## src/rtl/seg_pkg.sv

```systemverilog
// seg_pkg: constants and the hex -> 7-segment table shared by the display blocks.
// Segment encoding is {g,f,e,d,c,b,a}, active-low (0 = segment lit).
package seg_pkg;

   localparam int NUM_DIG = 8;
   localparam int SEL_W   = 3;

   localparam logic [6:0] SEG_BLANK = 7'h7F;
   localparam logic [7:0] AN_OFF    = 8'hFF;

   // Entry n is the pattern for hex digit n; listed from F down to 0.
   localparam logic [15:0][6:0] SEG_TABLE = {
      7'h0E, 7'h06, 7'h21, 7'h46, 7'h03, 7'h08, 7'h10, 7'h00,
      7'h78, 7'h02, 7'h12, 7'h19, 7'h30, 7'h24, 7'h79, 7'h40
   };

   // Slot phase: anodes are held off for the first part of each slot.
   typedef enum logic {
      PH_BLANK = 1'b0,
      PH_DRIVE = 1'b1
   } phase_e;

   function automatic logic [6:0] hex_to_seg(input logic [3:0] hex);
      return SEG_TABLE[hex];
   endfunction

endpackage

```

## src/rtl/hex7seg_dec.sv

```systemverilog
// hex7seg_dec: combinational 4-bit hex to active-low 7-segment decoder.
module hex7seg_dec
   import seg_pkg::*;
(
   input  logic [3:0] hex_i,
   output logic [6:0] seg_n_o
);

   assign seg_n_o = hex_to_seg(hex_i);

endmodule

```

## src/rtl/seg_scan_ctrl.sv

```systemverilog
// seg_scan_ctrl: 8-digit common-anode 7-segment scan controller.
// Each digit owns a DIV-cycle slot; the first BLANK_CYC cycles of a slot keep
// all anodes off to avoid ghosting. All 8 digits are captured into a shadow
// register at every frame boundary (and when scanning is enabled), so one
// frame never mixes old and new values. an_n/seg_n are registered and lag
// (cnt, sel, shadow) by one cycle.
// Optional build macro: SEG_LZ_BLANK_EN enables leading-zero suppression
// (digits 7..1 that are zero with only zeros above them show no segments).
module seg_scan_ctrl
   import seg_pkg::*;
#(
   parameter int DIV       = 100000,
   parameter int BLANK_CYC = 16
) (
   input  logic                   clk,
   input  logic                   rst_n,
   input  logic                   en,
   input  logic [4*NUM_DIG-1:0]   digits,
   output logic [SEL_W-1:0]       sel,
   output logic [NUM_DIG-1:0]     an_n,
   output logic [6:0]             seg_n,
   output logic                   frame_start
);

   localparam int DIV_W = (DIV > 1) ? $clog2(DIV) : 1;
   localparam logic [DIV_W-1:0] CNT_LAST  = DIV_W'(DIV - 1);
   localparam logic [DIV_W:0]   BLANK_LIM = (DIV_W + 1)'(BLANK_CYC);
   localparam logic [SEL_W-1:0] SEL_LAST  = SEL_W'(NUM_DIG - 1);

   logic [DIV_W-1:0]       cnt_q, cnt_d;
   logic [SEL_W-1:0]       sel_q, sel_d;
   logic [4*NUM_DIG-1:0]   shadow_q, shadow_d;
   logic                   en_q;
   logic [NUM_DIG-1:0]     an_n_q, an_n_d;
   logic [6:0]             seg_n_q, seg_n_d;
   logic                   frame_start_q, frame_start_d;

   logic [3:0]             cur_digit;
   logic [6:0]             cur_seg;
   logic [NUM_DIG-1:0]     lz_mask;
   phase_e                 phase;

   // Digit currently selected by the scan, decoded to segments.
   assign cur_digit = shadow_q[{sel_q, 2'b00} +: 4];

   hex7seg_dec u_dec (
      .hex_i   (cur_digit),
      .seg_n_o (cur_seg)
   );

   assign phase = ({1'b0, cnt_q} < BLANK_LIM) ? PH_BLANK : PH_DRIVE;

   // lz_mask[k] marks digit k as a suppressed leading zero.
   genvar gi;
`ifdef SEG_LZ_BLANK_EN
   assign lz_mask[0] = 1'b0;
   generate
      for (gi = 1; gi < NUM_DIG; gi++) begin : g_lz
         assign lz_mask[gi] = ~|shadow_q[4*NUM_DIG-1:4*gi];
      end
   endgenerate
`else
   assign lz_mask = '0;
`endif

   // Prescaler, slot index and shadow capture: start of scan and 7->0 wrap load digits.
   always_comb begin
      cnt_d         = cnt_q;
      sel_d         = sel_q;
      shadow_d      = shadow_q;
      frame_start_d = 1'b0;
      if (!en) begin
         cnt_d = '0;
         sel_d = '0;
      end else if (!en_q) begin
         cnt_d         = '0;
         sel_d         = '0;
         shadow_d      = digits;
         frame_start_d = 1'b1;
      end else if (cnt_q == CNT_LAST) begin
         cnt_d = '0;
         sel_d = sel_q + 1'b1;
         if (sel_q == SEL_LAST) begin
            shadow_d      = digits;
            frame_start_d = 1'b1;
         end
      end else begin
         cnt_d = cnt_q + 1'b1;
      end
   end

   // Output decode from the current registered state; stays dark while parked.
   always_comb begin
      an_n_d  = AN_OFF;
      seg_n_d = SEG_BLANK;
      if (en && en_q && (phase == PH_DRIVE)) begin
         an_n_d  = ~(NUM_DIG'(1) << sel_q);
         seg_n_d = lz_mask[sel_q] ? SEG_BLANK : cur_seg;
      end
   end

   // State and output registers.
   always_ff @(posedge clk or negedge rst_n) begin
      if (!rst_n) begin
         cnt_q         <= '0;
         sel_q         <= '0;
         shadow_q      <= '0;
         en_q          <= 1'b0;
         an_n_q        <= AN_OFF;
         seg_n_q       <= SEG_BLANK;
         frame_start_q <= 1'b0;
      end else begin
         cnt_q         <= cnt_d;
         sel_q         <= sel_d;
         shadow_q      <= shadow_d;
         en_q          <= en;
         an_n_q        <= an_n_d;
         seg_n_q       <= seg_n_d;
         frame_start_q <= frame_start_d;
      end
   end

   assign sel         = sel_q;
   assign an_n        = an_n_q;
   assign seg_n       = seg_n_q;
   assign frame_start = frame_start_q;

endmodule

```

## config.mk

```make
export PLATFORM = sky130hd
export DESIGN_NAME = seg_scan_ctrl
export DESIGN_NICKNAME = d
export VERILOG_FILES = /design/src/rtl/seg_pkg.sv /design/src/rtl/hex7seg_dec.sv /design/src/rtl/seg_scan_ctrl.sv
export SDC_FILE = /design/constraint.sdc
export NUM_CORES = 1
export LEC_CHECK = 0
export CAP_MARGIN = 5
export CORE_MARGIN = 3
export CORE_UTILIZATION = 54
export DETAILED_ROUTE_END_ITERATION = 10
export GPL_ROUTABILITY_DRIVEN = 0
export GPL_TIMING_DRIVEN = 0
export PLACE_DENSITY = 0.8
export SLEW_MARGIN = 20
export SYNTH_ARGS = -nofsm -noshare
export SYNTH_HDL_FRONTEND = slang
export SYNTH_SLANG_ARGS = --single-unit
```

## constraint.sdc

```tcl
create_clock -name clk -period 3.4 [get_ports clk]
set_clock_uncertainty 0.1 [all_clocks]
set_input_delay 0.85 -clock clk [delete_from_list [all_inputs] [get_ports clk]]
set_output_delay 0.85 -clock clk [all_outputs]
set_load 0.005 [all_outputs]
```

==> results of run 1 <==
[registers in the layout (all words and copies together) (netlist names)]
name and count:
en_q 1, frame_start 1, shadow_q 32, cnt_q 17, an_n 8, sel 3, seg_n 7
[worst max path at each step]
stage | start | slack (ns) | cells past startpoint | end
6_report | sel[1] | 0.56 | 8 | seg_n[3]
4_1_cts | sel[1] | 0.56 | 8 | seg_n[3]
3_5_place_dp | sel[1] | 0.57 | 8 | seg_n[0]
2_1_floorplan | sel[0] | 1.01 | 8 | seg_n[3]
3_3_place_gp | rst_n | -0.80 | 1 | shadow_q[27]
5_1_grt | sel[1] | 0.28 | 8 | seg_n[0]
[layout by cell type, fill, tap and decap left out, drive strengths merged, types with 2 or more instances in the layout]
cell           count
nor3               4
nand2             17
nand4              3
clkbuf            18
nand2b             2
nor4               3
mux2i              7
ha                12
dfstp             15
xnor2              6
mux4               6
dfrtp             54
and3               4
clkdlybuf4s50     52
a21oi              3
mux2              35
inv               14
nand3             15
nor2              26
o21ai              4
buf                9
xor2              10
o221ai             5
[layout make-up]
type	instances	area, sq um	area share [%]
well taps	75	93.84	2.212
flip-flops and latches	69	1745	41.15
clock buffers	15	166.4	3.923
repair buffers	54	548.0	12.92
plain buffers	10	81.33	1.917
inverters	14	52.55	1.239
clock inverters	1	5.005	0.1180
multi-input cells	174	1549	36.52
[where the power goes]
| group | total [uW] | leakage, uW | internal (uW) | switching (uW) |
|---|---|---|---|---|
| Combinational | 272 | 0.000958 | 164 | 107 |
| Clock | 599 | 0.0000877 | 305 | 294 |
| Sequential | 915 | 0.000836 | 881 | 34.7 |
[synthesized netlist by cell type (3+ instances only)]
master,count
mux4_1,3
nand4_1,3
nor3_1,4
xor2_1,10
nor2_1,26
mux2i_1,6
xnor2_1,6
ha_1,12
inv_1,14
o221ai_1,5
nand2_1,16
dfstp_2,15
mux4_2,3
buf_6,5
nand3_1,15
mux2_2,6
dfrtp_1,54
and3_1,4
a21oi_1,3
o21ai_0,4
mux2_4,29
[stage by stage]
step / setup WS [ns] / setup TNS, ns / cell area [sq um] / utilization, %
2_1_floorplan: 1.007 / 0 / 3428 / -
3_3_place_gp: -0.7998 / -43.83 / 4053 / 67.26
3_5_place_dp: 0.5725 / 0 / 4070 / 67.55
4_1_cts: 0.5626 / 0 / 4242 / 70.39
5_1_grt: 0.2822 / 0 / 4242 / 70.39
6_report: 0.5630 / 0 / 4242 / 70.39
[per-layer routing]
layer	GRT usage (%)	up-vias	part of all wire [%]
met2	29.24	59	46
met4	10.79	0	2.7
met1	26.34	1100	47
met5	0	-	0
li1	-	1061	-
met3	4.227	15	4.8
[kinds of logic after synthesis]
| kind of cell | share of synthesized area, % |
|---|---|
| AO/OA/AOI/OAI | 4.344 |
| adder cells (fa/ha/maj) | 4.379 |
| XOR/XNOR | 4.087 |
| multiplexers | 21.35 |
| buffers and inverters | 3.905 |
| AND/OR/NAND/NOR | 11.02 |
| flip-flops | 50.91 |
[worst max-delay path, cell delays in order (launching register included)]
cell	delay (ns)
dfrtp_1	0.49
clkbuf_1	0.42
mux4_2	0.38
mux2i_1	0.48
inv_1	0.14
ha_1	0.26
and3_1	0.17
and4b_1	0.24
a31oi_1	0.05
==> results by group, run 1 <==
Status
  – Status: complete, no violations

Drt
  – Post-route ant nets: 0
  – 1st-pass router iterations: 4
  – DR vias: between 2000 and 2500
  – Via density: 5.425
  – Post-Route WL: around 6600 um
  – WL/cell: 15.92 um
  – 1st-iter DRT viols: between 90 and 100
  – Remaining DRCs: 0

Synth
  – Synthesized cell area: 3428 sq um
  – Synth Instances: roughly 270
  – Post-synth cell types: 42
  – Post-synth EDFFs: 0
  – Leading area contributor after synthesis: dfrtp_1
  – Top FF cell, synth: dfrtp_1
  – Yosys reg bits: ~70
  – Mean Syn Cell Area: about 13 sq um
  – Ys Warns: 0
  – Seq/Total Area, Yosys: ~51%
  – Synth top area cells: dfrtp_1, mux2_4, dfstp_2
  – Synth Net Count: 314
  – Synth async-reset ratio: 100.0%
  – Synth top area share: around two fifths

Critical path
  – CP Capture Type: register
  – Worst Reg-to-Reg Cells: 8
  – WP data arrival: roughly 3.0 ns
  – WS Path Type: reg -> reg
  – Worst-path fanout max: 10
  – Reg-to-reg slack, setup: about 0.56 ns
  – Req. time, crit path: around 3.6 ns
  – Worst R2R End: seg_n[3]
  – Startpoint class of the critical path: register
  – RR Startpoint: sel[1]

Clocking
  – Post-CTS Setup Bufs: 0
  – Max clock buf depth: 2
  – Number of buffers created by CTS: 9
  – Post-cts hold buffer count: 0
  – CTS tree: done
  – CTS resizes: 0
  – Clk_lat worst skew: ~0.35 ns
  – # clock sinks: 69
  – Clock-pin transition on the worst setup and hold timing paths: about 0.070 ns
  – CTS root buffer: clkbuf_8
  – H-Tree Depth: 3

Floorplan
  – Die outline width: 85.68 um
  – Die Area: roughly 7300 sq um
  – # rows: 28
  – Die H: approximately 86 um
  – Core footprint: 6026 sq um
  – Starting density of the core: between 50 and 60%
  – I/O pin cnt: 54

Timing
  – Hold Vio Cnt, Final: 0
  – Final period demand of the worst path: ~2.8 ns
  – Max_slew headroom: 55.63%
  – Max-slew violation count: 0
  – WHS: roughly 0.32 ns
  – Fmax achieved: 0.3525 GHz
  – Slew @ Worst Pin: roughly 0.66 ns
  – RSZ-0062 raised after global routing: false
  – Fin crit share: between 80 and 90%
  – # setup viols final: 0

Layout
  – Fraction of layout cells with a size suffix above 1: approximately a quarter
  – Final net count: ~380
  – Ant diodes: 0
  – Count of non-filler cells in the finished layout: between 400 and 500
  – Layout fillers: 449
  – Area grow syn2layout: 23.72%

Placed design
  – Dpl cells: roughly 400
  – Dpl hpwl: between 4000 and 5000 um
  – IO buf count: 53

Global route
  – Antenna violations before repair: 0
  – Vias in the first global route: between 2000 and 2500
  – Total track usage: 19.45%
  – First-pass GRT wire length: 10820 um
  – Grt ovf: 0
  – Largest net degree at the start of global routing: 41

Power
  – Overall power: approximately 1800 uW
  – Max IR drop VDD: slightly above 300 uV
  – Pleak: between 0.0015 and 0.002 uW
  – Pwr/cell area: approximately 420 nW/um^2

Hold path
  – Worst hold path type: in -> async

Flow run
  – Max-cap viol count: 0
(Power assumes the default switching activity.)
==> run 2, diff against run 1 <==
--- a/config.mk
+++ b/config.mk
@@ -7,11 +7,11 @@
 export LEC_CHECK = 0
 export CAP_MARGIN = 5
 export CORE_MARGIN = 3
-export CORE_UTILIZATION = 54
+export CORE_UTILIZATION = 48
 export DETAILED_ROUTE_END_ITERATION = 10
 export GPL_ROUTABILITY_DRIVEN = 0
 export GPL_TIMING_DRIVEN = 0
-export PLACE_DENSITY = 0.8
+export PLACE_DENSITY = 0.75
 export SLEW_MARGIN = 20
 export SYNTH_ARGS = -nofsm -noshare
 export SYNTH_HDL_FRONTEND = slang
==> constraint.sdc (replaced) <==
create_clock -name clk -period 2.5 [get_ports clk]
set_clock_uncertainty 0.1 [all_clocks]
set_input_delay 0.625 -clock clk [delete_from_list [all_inputs] [get_ports clk]]
set_output_delay 0.625 -clock clk [all_outputs]
set_load 0.005 [all_outputs]
==> run 2 against run 1 <==
  * Largest cell class unchanged
  * Largest power group unchanged
  * Sequential power grew 36%
  * Final area grew 2.0%
  * Die area grew 12%
  * Combinational power grew 41%
==> results by group, run 2 (synthesis gave the netlist of run 1 again) <==
Status
  – Status: complete, no violations

Placed design
  – IO buf count: 53
  – Dpl hpwl: 4666 um
  – Dpl cells: 417

Timing
  – RSZ-0062 raised after global routing: false
  – Hold Vio Cnt, Final: 0
  – Max-slew violation count: 0
  – Fmax achieved: 0.4215 GHz
  – Fin crit share: a little over nine tenths
  – Max_slew headroom: between 50% and 60%
  – WHS: between 0.1 and 0.15 ns
  – Final period demand of the worst path: 2.373 ns
  – # setup viols final: 0
  – Slew @ Worst Pin: between 0.6 and 0.7 ns

Power
  – Cell internal pwr: ~1900 uW
  – Comb pwr share: 15.4%
  – Clock power frac: a little over a third
  – Switching Share: a little under a quarter
  – Max IR drop VDD: between 300 and 400 uV
  – Sequential group share of total power: 49.9%
  – Pleak: roughly 0.0019 uW
  – Sw power: just under 600 uW
  – Pwr/cell area: about 580 nW/um^2

Global route
  – Largest net degree at the start of global routing: 36
  – Grt ovf: 0
  – Vias in the first global route: approximately 2300
  – Total track usage: between 15 and 20%
  – Antenna violations before repair: 0
  – First-pass GRT wire length: 10930 um

Critical path
  – Worst Reg-to-Reg Cells: 9
  – Reg-to-reg slack, setup: roughly 0.13 ns
  – Cell mode on critical path: nand2_1
  – CP Capture Type: register
  – Startpoint class of the critical path: register
  – CP max stage delay: approximately 0.6 ns
  – Worst R2R End: seg_n[3]
  – Critical Path Sink: seg_n[3]
  – RR Startpoint: sel[0]
  – Cells along the critical path: buf_6, mux4_1, nand2_1, nand2_1, inv_1, ha_1, nor3_1, a21oi_1, a31oi_1
  – Req. time, crit path: ~2.7 ns
  – WP data arrival: between 2 and 3 ns
  – Worst-path fanout max: 10
  – WS Path Type: reg -> reg
  – Crit path from: sel[0]
  – CP max stage cell: mux4_1

Drt
  – WL/cell: approximately 15 um
  – Via density: slightly above 5
  – 1st-iter DRT viols: between 100 and 150
  – Post-Route WL: 6512 um
  – Remaining DRCs: 0
  – DR vias: ~2200
  – Post-route ant nets: 0
  – 1st-pass router iterations: 4

Layout
  – Most flops, register: shadow_q
  – Most frequent cells in the layout: dfrtp_1, clkdlybuf4s50_1, mux2_4, nor2_1, nand2_1
  – Post-layout util: a little over three fifths
  – Area grow syn2layout: 26.17%
  – Final net count: 382
  – Fraction of layout cells with a size suffix above 1: 25.59%
  – Layout fillers: between 500 and 600
  – Count of non-filler cells in the finished layout: around 440
  – Max reg flops: 32
  – Ant diodes: 0

Floorplan
  – I/O pin cnt: 54
  – Core footprint: between 6000 and 7000 sq um
  – Starting density of the core: about 50%
  – Die Area: approximately 8000 sq um
  – Die outline width: roughly 90 um
  – Die H: slightly above 90 um
  – # rows: 30

Clocking
  – Max clock buf depth: 2
  – Clock-pin transition on the worst setup and hold timing paths: around 0.070 ns
  – H-Tree Depth: 3
  – Post-cts hold buffer count: 0
  – # clock sinks: 69
  – CTS root buffer: clkbuf_8
  – CTS tree: done
  – Number of buffers created by CTS: 9
  – Clk_lat worst skew: between 0.3 and 0.4 ns

Flow run
  – Max-cap viol count: 0

Hold path
  – Worst hold path type: in -> async
[run 2: changes by cell type in the layout (fill, tap and decap cells not counted)]
cell	previous run	this run
clkbuf_8	11	13
mux2i_4	1	2
clkinv_2	1	0
dfrtp_2	0	2
mux2i_1	6	5
buf_4	2	5
clkbuf_1	6	4
dfrtp_1	54	52
buf_2	1	2
[run 2: area by class of cell]
class	count	area, sq um	area share, %
Sequential cell	69	1748	40.41
Multi-Input combinational cell	174	1562	36.10
Timing Repair Buffer	57	570.5	13.19
Clock buffer	16	190.2	4.397
Tap cell	96	120.1	2.777
Buffer	10	82.58	1.909
Inverter	14	52.55	1.215
[run 2: through the flow]
step                      TNS, ns  total power (uW)  area [sq um]  setup slack [ns]
after floorplan                 0              1494          3428            0.1066
after global placement     -91.12              1613          4079            -1.472
after detailed placement   -1.066              1631          4096           -0.2845
after CTS                       0              2499          4309           0.08973
after global routing            0              2607          4325          0.006239
final                           0              2491          4325            0.1274
[run 2: power by group through the flow]
| stage | Combinational, uW | Clock (uW) | Sequential (uW) |
|---|---|---|---|
| 2_1_floorplan | 249 | 0 | 1240 |
| 3_3_place_gp | 355 | 0 | 1260 |
| 3_5_place_dp | 369 | 0 | 1260 |
| 4_1_cts | 376 | 881 | 1240 |
| 5_1_grt | 414 | 940 | 1250 |
| 6_report | 383 | 864 | 1240 |
[run 2: how the worst min path moves through the flow]
stage,start,end,depth (start not counted)
after floorplan,rst_n,cnt_q[0],0
final,rst_n,sel[1],1
after detailed placement,cnt_q[0],cnt_q[0],1
after CTS,rst_n,sel[1],1
after global placement,cnt_q[0],cnt_q[0],1
after global routing,rst_n,cnt_q[8],1
[run 2: metal layers]
layer	global-route usage (%)	routed length, um	up-vias
li1	-	-	1067
met1	23.27	3051	1089
met2	25.57	3053	56
met3	3.667	291	9
met4	8.546	115	0
met5	0	0	-
[run 2: repair_timing]
item	4_1_cts	5_1_grt
endpoints found under the setup margin	6	3
pin swaps	0	0
gates resized for setup	4	2
endpoints found under the hold margin	0	0
buffers inserted	1	2
[run 2: critical path: cells and delay by family, from the launching register on]
family	cells	cell delay [ns]
AO/OA/AOI/OAI	2	0.25
adder cells (fa/ha/maj)	1	0.26
buffers and inverters	2	0.31
flip-flops	1	0.37
multiplexers	1	0.59
AND/OR/NAND/NOR	3	0.42
==> run 3, diff against run 2 <==
--- a/config.mk
+++ b/config.mk
@@ -7,11 +7,11 @@
 export LEC_CHECK = 0
 export CAP_MARGIN = 5
 export CORE_MARGIN = 3
-export CORE_UTILIZATION = 48
+export CORE_UTILIZATION = 55
 export DETAILED_ROUTE_END_ITERATION = 10
 export GPL_ROUTABILITY_DRIVEN = 0
 export GPL_TIMING_DRIVEN = 0
-export PLACE_DENSITY = 0.75
+export PLACE_DENSITY = 0.81
 export SLEW_MARGIN = 20
 export SYNTH_ARGS = -nofsm -noshare
 export SYNTH_HDL_FRONTEND = slang
==> constraint.sdc (replaced) <==
create_clock -name clk -period 3 [get_ports clk]
set_clock_uncertainty 0.1 [all_clocks]
set_input_delay 0.75 -clock clk [delete_from_list [all_inputs] [get_ports clk]]
set_output_delay 0.75 -clock clk [all_outputs]
set_load 0.005 [all_outputs]
==> run 3 against run 2 <==
  * Final area down 1.5%
  * Critical endpoint unchanged
  * Critical path depth shrank 1
  * Utilization up 8.2 points
  * Total power is 16% lower
  * Maximum frequency is 13% lower
  * Combinational power is 18% lower
  * Clock power fell by 16%
  * Critical path type unchanged
  * Sequential power fell by 16%
  * Hold slack better by 0.12 ns
  * Non-clock buffer count fell by 3
==> results by group, run 3 (synthesis gave the netlist of run 1 again) <==
Status
  – Status: complete, no violations

Flow run
  – Max-cap viol count: 0

Floorplan
  – Die H: 84.95 um
  – Core footprint: 5991 sq um
  – Starting density of the core: a little under three fifths
  – # rows: 28
  – Die outline width: approximately 85 um
  – I/O pin cnt: 54
  – Die Area: slightly above 7000 sq um

Clocking
  – Clock-pin transition on the worst setup and hold timing paths: ~0.070 ns
  – CTS resizes: 0
  – CTS tree: done
  – Clk_lat worst skew: approximately 0.33 ns
  – Number of buffers created by CTS: 9
  – # clock sinks: between 60 and 70
  – Post-cts hold buffer count: 0
  – Max clock buf depth: 2
  – H-Tree Depth: 3
  – Post-CTS Setup Bufs: 0
  – CTS root buffer: clkbuf_8

Timing
  – Slew @ Worst Pin: approximately 0.62 ns
  – Final period demand of the worst path: between 2 and 3 ns
  – Fin crit share: about nine tenths
  – # setup viols final: 0
  – Hold Vio Cnt, Final: 0
  – Max_slew headroom: between 50% and 60%
  – Max-slew violation count: 0
  – Total negative slack: 0 ns
  – RSZ-0062 raised after global routing: false
  – Fmax achieved: between 0.3 and 0.4 GHz

Layout
  – Final net count: roughly 380
  – Most flops, register: shadow_q
  – Most frequent cells in the layout: dfrtp_1, clkdlybuf4s50_1, mux2_4, nor2_1, nand2_1
  – Area grow syn2layout: 24.31%
  – Fraction of layout cells with a size suffix above 1: a little under a quarter
  – Most common cell after layout, fill and taps aside: dfrtp_1
  – Max reg flops: 32
  – Layout fillers: 409
  – Final design instance area without fill: around 4300 sq um
  – Ant diodes: 0

Critical path
  – Cells along the critical path: clkbuf_1, mux4_2, mux2i_2, inv_1, ha_1, and3_1, and4b_1, a31oi_1
  – Worst-path fanout max: 10
  – WP data arrival: about 2.9 ns
  – CP max stage cell: dfrtp_1
  – CP Capture Type: register
  – Req. time, crit path: about 3.2 ns
  – CP bufs+invs: 2
  – Startpoint class of the critical path: register
  – Worst path top cell family by delay: multiplexers
  – WS Path Type: reg -> reg
  – CP max stage delay: slightly above 0.5 ns

Hold path
  – Worst hold path type: in -> async

Global route
  – Vias in the first global route: about 2300
  – Largest net degree at the start of global routing: 38
  – Grt ovf: 0
  – Antenna violations before repair: 0
  – First-pass GRT wire length: 11130 um
  – Total track usage: about a fifth

Drt
  – 1st-pass router iterations: 4
  – WL/cell: 16.09 um
  – DR vias: between 2000 and 2500
  – Post-route ant nets: 0
  – Post-Route WL: roughly 6600 um
  – Remaining DRCs: 0
  – Via density: 5.415
  – 1st-iter DRT viols: between 100 and 150

Placed design
  – Dpl hpwl: ~4700 um
  – Placed cell areas: ~4100 sq um
  – IO buf count: 53

Power
  – Pwr/cell area: ~500 nW/um^2
  – Max IR drop VDD: approximately 330 uV
  – Pleak: between 0.0015 and 0.002 uW
## run 3: final timing paths
path                        startpoint     endpoint  slack (ns)  cells after the start
max reg2reg                     sel[1]     seg_n[3]        0.29                      8
max in group asynchronous        rst_n     seg_n[1]        1.98                      2
min reg2reg                shadow_q[7]  shadow_q[7]        0.40                      1
min in group clk           shadow_q[7]  shadow_q[7]        0.40                      1
max                             sel[1]     seg_n[3]        0.29                      8
min                              rst_n    cnt_q[14]        0.25                      1
## run 3: where the power goes
| group | switching (uW) | total (uW) | internal (uW) |
|---|---|---|---|
| Clock | 322 | 730 | 407 |
| Combinational | 126 | 313 | 187 |
| Sequential | 40.1 | 1040 | 998 |
## run 3: cell type report
cell class	instances	area (sq um)	area share, %
clock buffer	14	152.6	3.582
sequential	69	1745	40.96
buffer	10	81.33	1.908
timing repair buffer	54	548.0	12.86
multi-input combinational	174	1553	36.44
inverter	14	52.55	1.233
clock inverter	2	35.03	0.8221
tap	75	93.84	2.202
## run 3: metrics by stage
step	utilization, %	total power, uW	hold WS (ns)	instances	setup WS, ns
finish	71.14	2081	0.2515	412	0.2866
floorplan	-	1245	0.3501	267	0.6066
CTS	71.07	2100	0.2478	412	0.1581
detailed placement	67.94	1363	0.3863	396	0.1853
global route	71.14	2177	0.2603	412	0.1031
global placement	67.65	1343	0.3679	395	-1.101
## run 3: worst reg2reg max path: stages, from the launching register on
cell and delay [ns]:
dfrtp_1 0.51, clkbuf_1 0.41, mux4_2 0.40, mux2i_2 0.37, inv_1 0.13, ha_1 0.25, and3_1 0.16, and4b_1 0.25
a31oi_1 0.05
## run 3: per-layer routing
metal	vias to the layer above	share of wire [%]	wire length (um)	track usage (%)
met5	-	0	0	0
met1	1100	45	2968	26.82
met4	0	1.5	99	7.626
met2	61	49	3249	31.85
met3	8	4.7	313	4.563
li1	1062	-	-	-
